File: config.mk
export PLATFORM = sky130hd
export DESIGN_NAME = prince_sbox_cms_compress_flat
export DESIGN_NICKNAME = d
export VERILOG_FILES = /design/src/rtl/prince_sbox_cms_compress_if.sv /design/src/rtl/prince_sbox_cms_compress.sv /design/src/flat_wrapper.sv
export SDC_FILE = /design/constraint.sdc
export NUM_CORES = 1
export LEC_CHECK = 0
export ABC_AREA = 1
export BUFFER_PORTS_ARGS = -buffer_cell sky130_fd_sc_hd__buf_4
export CAP_MARGIN = 20
export CORE_ASPECT_RATIO = 1.4
export CORE_UTILIZATION = 45
export CTS_CLUSTER_DIAMETER = 200
export DETAILED_ROUTE_END_ITERATION = 10
export HOLD_SLACK_MARGIN = 0.02
export PLACE_DENSITY_LB_ADDON = 0.12
export SYNTH_ARGS = -nofsm -noshare
export SYNTH_HDL_FRONTEND = slang
export SYNTH_SLANG_ARGS = --single-unit
File: constraint.sdc
create_clock -name clk -period 0.95 [get_ports clk]
set_input_delay 0.095 -clock clk [delete_from_list [all_inputs] [get_ports clk]]
set_output_delay 0.095 -clock clk [all_outputs]
set_load 0.02 [all_outputs]
File: src/rtl/prince_sbox_cms_compress_if.sv
// Handshake bundle between the CMS component functions, the compression stage and its consumer.
// PRINCE_CMS_REFRESH_EN adds the in_rand mask nibble.
interface prince_sbox_cms_compress_if #(
  parameter int NFUNC = 4,
  parameter int NSH   = 2
) ();
  logic [4*NFUNC-1:0] in_comp;
  logic               in_valid;
  logic               in_ready;
  logic [4*NSH-1:0]   out_share;
  logic               out_valid;
  logic               out_ready;
  logic               out_last;
`ifdef PRINCE_CMS_REFRESH_EN
  logic [3:0]         in_rand;
`endif

  modport slave (
    input  in_comp, in_valid, out_ready,
`ifdef PRINCE_CMS_REFRESH_EN
    input  in_rand,
`endif
    output in_ready, out_share, out_valid, out_last
  );

  modport master (
    output in_comp, in_valid, out_ready,
`ifdef PRINCE_CMS_REFRESH_EN
    output in_rand,
`endif
    input  in_ready, out_share, out_valid, out_last
  );
endinterface

File: src/rtl/prince_sbox_cms_compress.sv
// PRINCE S-box CMS compression: glitch-barrier register, XOR share compression, nibble counter.
// Optional mask refresh of shares 0 and NSH-1 when PRINCE_CMS_REFRESH_EN is defined.
module prince_sbox_cms_compress #(
  parameter int NFUNC = 4,
  parameter int NSH   = 2,
  parameter int NNIB  = 16
) (
  input logic                    clk,
  input logic                    rst,
  prince_sbox_cms_compress_if.slave bus
);
  localparam int CW = (NNIB > 1) ? $clog2(NNIB) : 1;
  localparam logic [CW-1:0] CNT_MAX = CW'(NNIB - 1);

  generate
    if ((NFUNC % NSH) != 0) begin : g_bad_param
      $error("NFUNC must be a multiple of NSH");
    end
  endgenerate

  logic [4*NFUNC-1:0] s1_comp_reg;
  logic               s1_v_reg;
`ifdef PRINCE_CMS_REFRESH_EN
  logic [3:0]         s1_rand_reg;
`endif
  logic [4*NSH-1:0]   share_reg;
  logic [4*NSH-1:0]   share_next;
  logic               s2_v_reg;
  logic [CW-1:0]      cnt_reg;

  logic s2_adv;
  logic in_xfer;
  logic out_xfer;

  assign s2_adv       = !s2_v_reg || bus.out_ready;
  assign bus.in_ready = !s1_v_reg || s2_adv;
  assign in_xfer      = bus.in_valid && bus.in_ready;
  assign out_xfer     = s2_v_reg && bus.out_ready;

  // Share s collects every component function f with f mod NSH == s.
  genvar gi;
  generate
    for (gi = 0; gi < NSH; gi++) begin : g_share
      logic [3:0] acc;
      always_comb begin
        acc = 4'h0;
        for (int f = gi; f < NFUNC; f += NSH) begin
          acc = acc ^ s1_comp_reg[4*f +: 4];
        end
`ifdef PRINCE_CMS_REFRESH_EN
        if (gi == 0 || gi == NSH - 1) begin
          acc = acc ^ s1_rand_reg;
        end
`endif
      end
      assign share_next[4*gi +: 4] = acc;
    end
  endgenerate

  always_ff @(posedge clk) begin
    if (rst) begin
      s1_comp_reg <= '0;
      s1_v_reg    <= 1'b0;
`ifdef PRINCE_CMS_REFRESH_EN
      s1_rand_reg <= 4'h0;
`endif
      share_reg   <= '0;
      s2_v_reg    <= 1'b0;
      cnt_reg     <= '0;
    end else begin
      // Raw components land here untouched; no logic may precede this register.
      if (in_xfer) begin
        s1_comp_reg <= bus.in_comp;
`ifdef PRINCE_CMS_REFRESH_EN
        s1_rand_reg <= bus.in_rand;
`endif
        s1_v_reg    <= 1'b1;
      end else if (s1_v_reg && s2_adv) begin
        s1_v_reg    <= 1'b0;
      end

      if (s2_adv) begin
        s2_v_reg <= s1_v_reg;
        if (s1_v_reg) begin
          share_reg <= share_next;
        end
      end

      if (out_xfer) begin
        cnt_reg <= (cnt_reg == CNT_MAX) ? '0 : cnt_reg + 1'b1;
      end
    end
  end

  assign bus.out_share = share_reg;
  assign bus.out_valid = s2_v_reg;
  assign bus.out_last  = s2_v_reg && (cnt_reg == CNT_MAX);
endmodule

File: src/flat_wrapper.sv
// flat-port wrapper written by rule: the top's interface ports become plain ports
module prince_sbox_cms_compress_flat 
#(
  parameter int NFUNC = 4,
  parameter int NSH   = 2,
  parameter int NNIB  = 16
)
  (clk, rst, bus_in_comp, bus_in_valid, bus_out_ready, bus_in_ready, bus_out_share, bus_out_valid, bus_out_last);
  prince_sbox_cms_compress_if #(.NFUNC(NFUNC), .NSH(NSH)) bus_i ();
  input logic clk;
  input logic rst;
  input wire logic [$bits(bus_i.in_comp)-1:0] bus_in_comp;
  input wire logic [$bits(bus_i.in_valid)-1:0] bus_in_valid;
  input wire logic [$bits(bus_i.out_ready)-1:0] bus_out_ready;
  output wire logic [$bits(bus_i.in_ready)-1:0] bus_in_ready;
  output wire logic [$bits(bus_i.out_share)-1:0] bus_out_share;
  output wire logic [$bits(bus_i.out_valid)-1:0] bus_out_valid;
  output wire logic [$bits(bus_i.out_last)-1:0] bus_out_last;
  assign bus_i.in_comp = bus_in_comp;
  assign bus_i.in_valid = bus_in_valid;
  assign bus_i.out_ready = bus_out_ready;
  assign bus_in_ready = bus_i.in_ready;
  assign bus_out_share = bus_i.out_share;
  assign bus_out_valid = bus_i.out_valid;
  assign bus_out_last = bus_i.out_last;
  prince_sbox_cms_compress #(.NFUNC(NFUNC), .NSH(NSH), .NNIB(NNIB)) u_core (.clk(clk), .rst(rst), .bus(bus_i));
endmodule
==> impl_metrics.toml <==
[sta]
rsz0062_at_grt = "yes"
fmax_mhz = 835
setup-violations-final = 25
skew_ns = 0.00639
slew_violations = 0
finalSetupTns_ns = -1.87
fin_ws_ns = -0.248
period_needed_ns = 1.20
final-hold-violation-count = 0
tightest_slew_ns = 0.348
fin_crit_sh = 1.26
relSlewSlack = 0.768
timing.hold.ws_ns = 0.120

[clock_tree]
clk_path_buf_depth = 2
clk_pin_slew_worst_paths_ns = 0.06
cts_root_buf = "clkbuf_8"
cts_buffers = 5
h-tree-depth = 2
cts.sinks = 30
tritoncts = "done"
insertion_delay_ns = 0.28

[job]
drv_cap = 0

[yosys]
synth_cells = 187
syn_area_mm2 = 0.00139
avgSynthCellArea_um2 = 7.42
synth_seq_cells = 30
synth_nets = 208
yosysSeqAreaShare = 0.433
ys_types = 21
yosys_warnings = 0

[global_routing]
grt_pass1_wl_um = 5550
antenna_found_initial = 0
grt_pass1_vias = 1302
grt_util_all_layers = 0.226
grt-ovfl-total = 0
grt_max_degree = 34

[pwr]
p_sw_frac = 0.271
p_clk_frac = 0.347
total_leakage_power_nw = 0.986
pwr-share-comb = 0.188
power_density_mw_per_mm2 = 1400
finalPower_mw = 3.01
cell_internal_pwr_mw = 2.19
ir_drop_uv = 1090
p_sw_mw = 0.814
p_seq_frac = 0.465

[setup_path]
r2r-start = "u_core.cnt_reg[1]"
reg2reg_depth = 5
arrival_ns = 1.10
startpoint = "u_core.cnt_reg[1]"
cp-end-kind = "output port"
cp_max_fo = 2
start_kind = "register"
critPathRequiredTime_ns = 0.85
r2r_setup_slack_ns = -0.15
critPathKind = "register to output port"
reg2reg_to = "u_core.cnt_reg[3]"
crit_path_end = "bus_out_last"

[route]
drc = 0
drt-total-wl_um = 3680
drtIter0Drc = 30
ant_nets = 0
via_per_inst = 4.90
dr.pass1.iters = 4
dr_total_vias = 1339
avgRoutedWirePerCell_um = 13.5

[cells_and_area]
regArea_um2 = 611
multi_input_comb_area_um2 = 866
fin_util = 0.740
design_area_mm2 = 0.00215
antenna_cells = 0
layout.nets = 256
fillCellCount = 234
stdcell_count = 273
drive_above_1_share = 0.407
largest_reg_flops = 16
area_growth_pct = 55.0

[floorplan]
dieArea_mm2 = 0.00331
start_util = 0.477
die_h_um = 67.7
die_w_um = 48.9
io_pins = 31
design.core.area_mm2 = 0.00291
placementRows = 23

[placed_design]
place_area_mm2 = 0.00166
gp_congestion = 0.685
io_buffers = 30
dp_hpwl_um = 1880
dp_slack_ns = -0.116
post-place-cells = 250

[min_path]
hold_path.class = "primary input to register"
min_from = "bus_in_comp[0]"

[outcome]
violations = "setup timing"
status = "complete, but fails checks"
## cell usage after synthesis
cell type  number  share of area
nand2_1        39           0.11
dfxtp_1        30           0.43
nor3_1          1         0.0036
nand3_4         1          0.013
xor2_1          8          0.050
buf_6           3          0.024
buf_1           1         0.0027
nand3_1         4          0.014
nor2_1         37           0.10
o21ai_0         2         0.0072
nand2_2         2         0.0090
buf_2           3          0.011
a21oi_1        19          0.069
buf_4           2          0.011
ha_1            1         0.0090
o21bai_1        1         0.0054
inv_2           1         0.0027
clkinv_1        1         0.0027
clkbuf_1        1         0.0027
nand3b_1       16          0.087
inv_1          14          0.038
## critical path, stage by stage, from the launching register on
cell,delay (ns)
dfxtp_4,0.36
ha_4,0.15
nand3_4,0.09
nor2_4,0.10
buf_6,0.12
## metal layers
metal / GRT usage / vias to the layer above / share of wire
met2: 0.422 / 43 / 0.53
met4: 0.121 / 0 / 0.040
li1: - / 688 / -
met3: 0.0631 / 17 / 0.056
met5: 0 / - / 0
met1: 0.227 / 591 / 0.38
## power by group through the flow
stage | combinational (mW) | sequential, mW | clock, mW
2_1_floorplan | 0.242 | 1.45 | 0
5_1_grt | 0.615 | 1.41 | 1.12
3_3_place_gp | 0.409 | 1.42 | 0
4_1_cts | 0.476 | 1.39 | 1.06
3_5_place_dp | 0.420 | 1.42 | 0
6_report | 0.565 | 1.40 | 1.04
## cell families (layout without fill, tap and decap cells)
kind of cell | after synthesis | count (layout) | share of synthesized area
fa+ha+maj | 1 | 1 | 0.00902
xor+xnor | 8 | 8 | 0.0505
buf+inv | 26 | 73 | 0.0947
flops | 30 | 30 | 0.433
compound gates | 22 | 22 | 0.0812
simple gates | 100 | 102 | 0.332
## placed cells by master (no fill, tap or decap), types with 7 or more instances in the layout
| cell | count |
|---|---|
| nand3b_1 | 16 |
| dfxtp_1 | 26 |
| inv_1 | 13 |
| a21oi_1 | 13 |
| xor2_1 | 8 |
| buf_4 | 37 |
| nand2_1 | 30 |
| nand2_2 | 7 |
| nor2_1 | 28 |
## layout make-up
cell class	count	area share
multi-input cells	133	0.403
flip-flops and latches	30	0.284
repair buffers	49	0.222
clock buffers	7	0.0401
clock inverters	1	0.00233
well taps	37	0.0215
inverters	16	0.0279
## timing repair
item,CTS,global route
pin swaps,4,14
endpoints found under the hold margin,3,0
gates cloned,2,3
setup buffers,6,3
setup endpoints to repair,13,32
hold buffers,1,0
resized for setup,21,39
## worst min-delay path by stage
stage | endpoint | slack, ns | cells past startpoint
floorplan | u_core.bus.out_valid | 0.15 | 1
global placement | u_core.bus.out_valid | 0.28 | 2
detailed placement | u_core.bus.out_valid | 0.28 | 2
CTS | u_core.s1_comp_reg[12] | 0.11 | 4
global route | u_core.s1_comp_reg[1] | 0.14 | 4
finish | u_core.s1_comp_reg[0] | 0.12 | 4
Power figures use the tool's default switching activity.
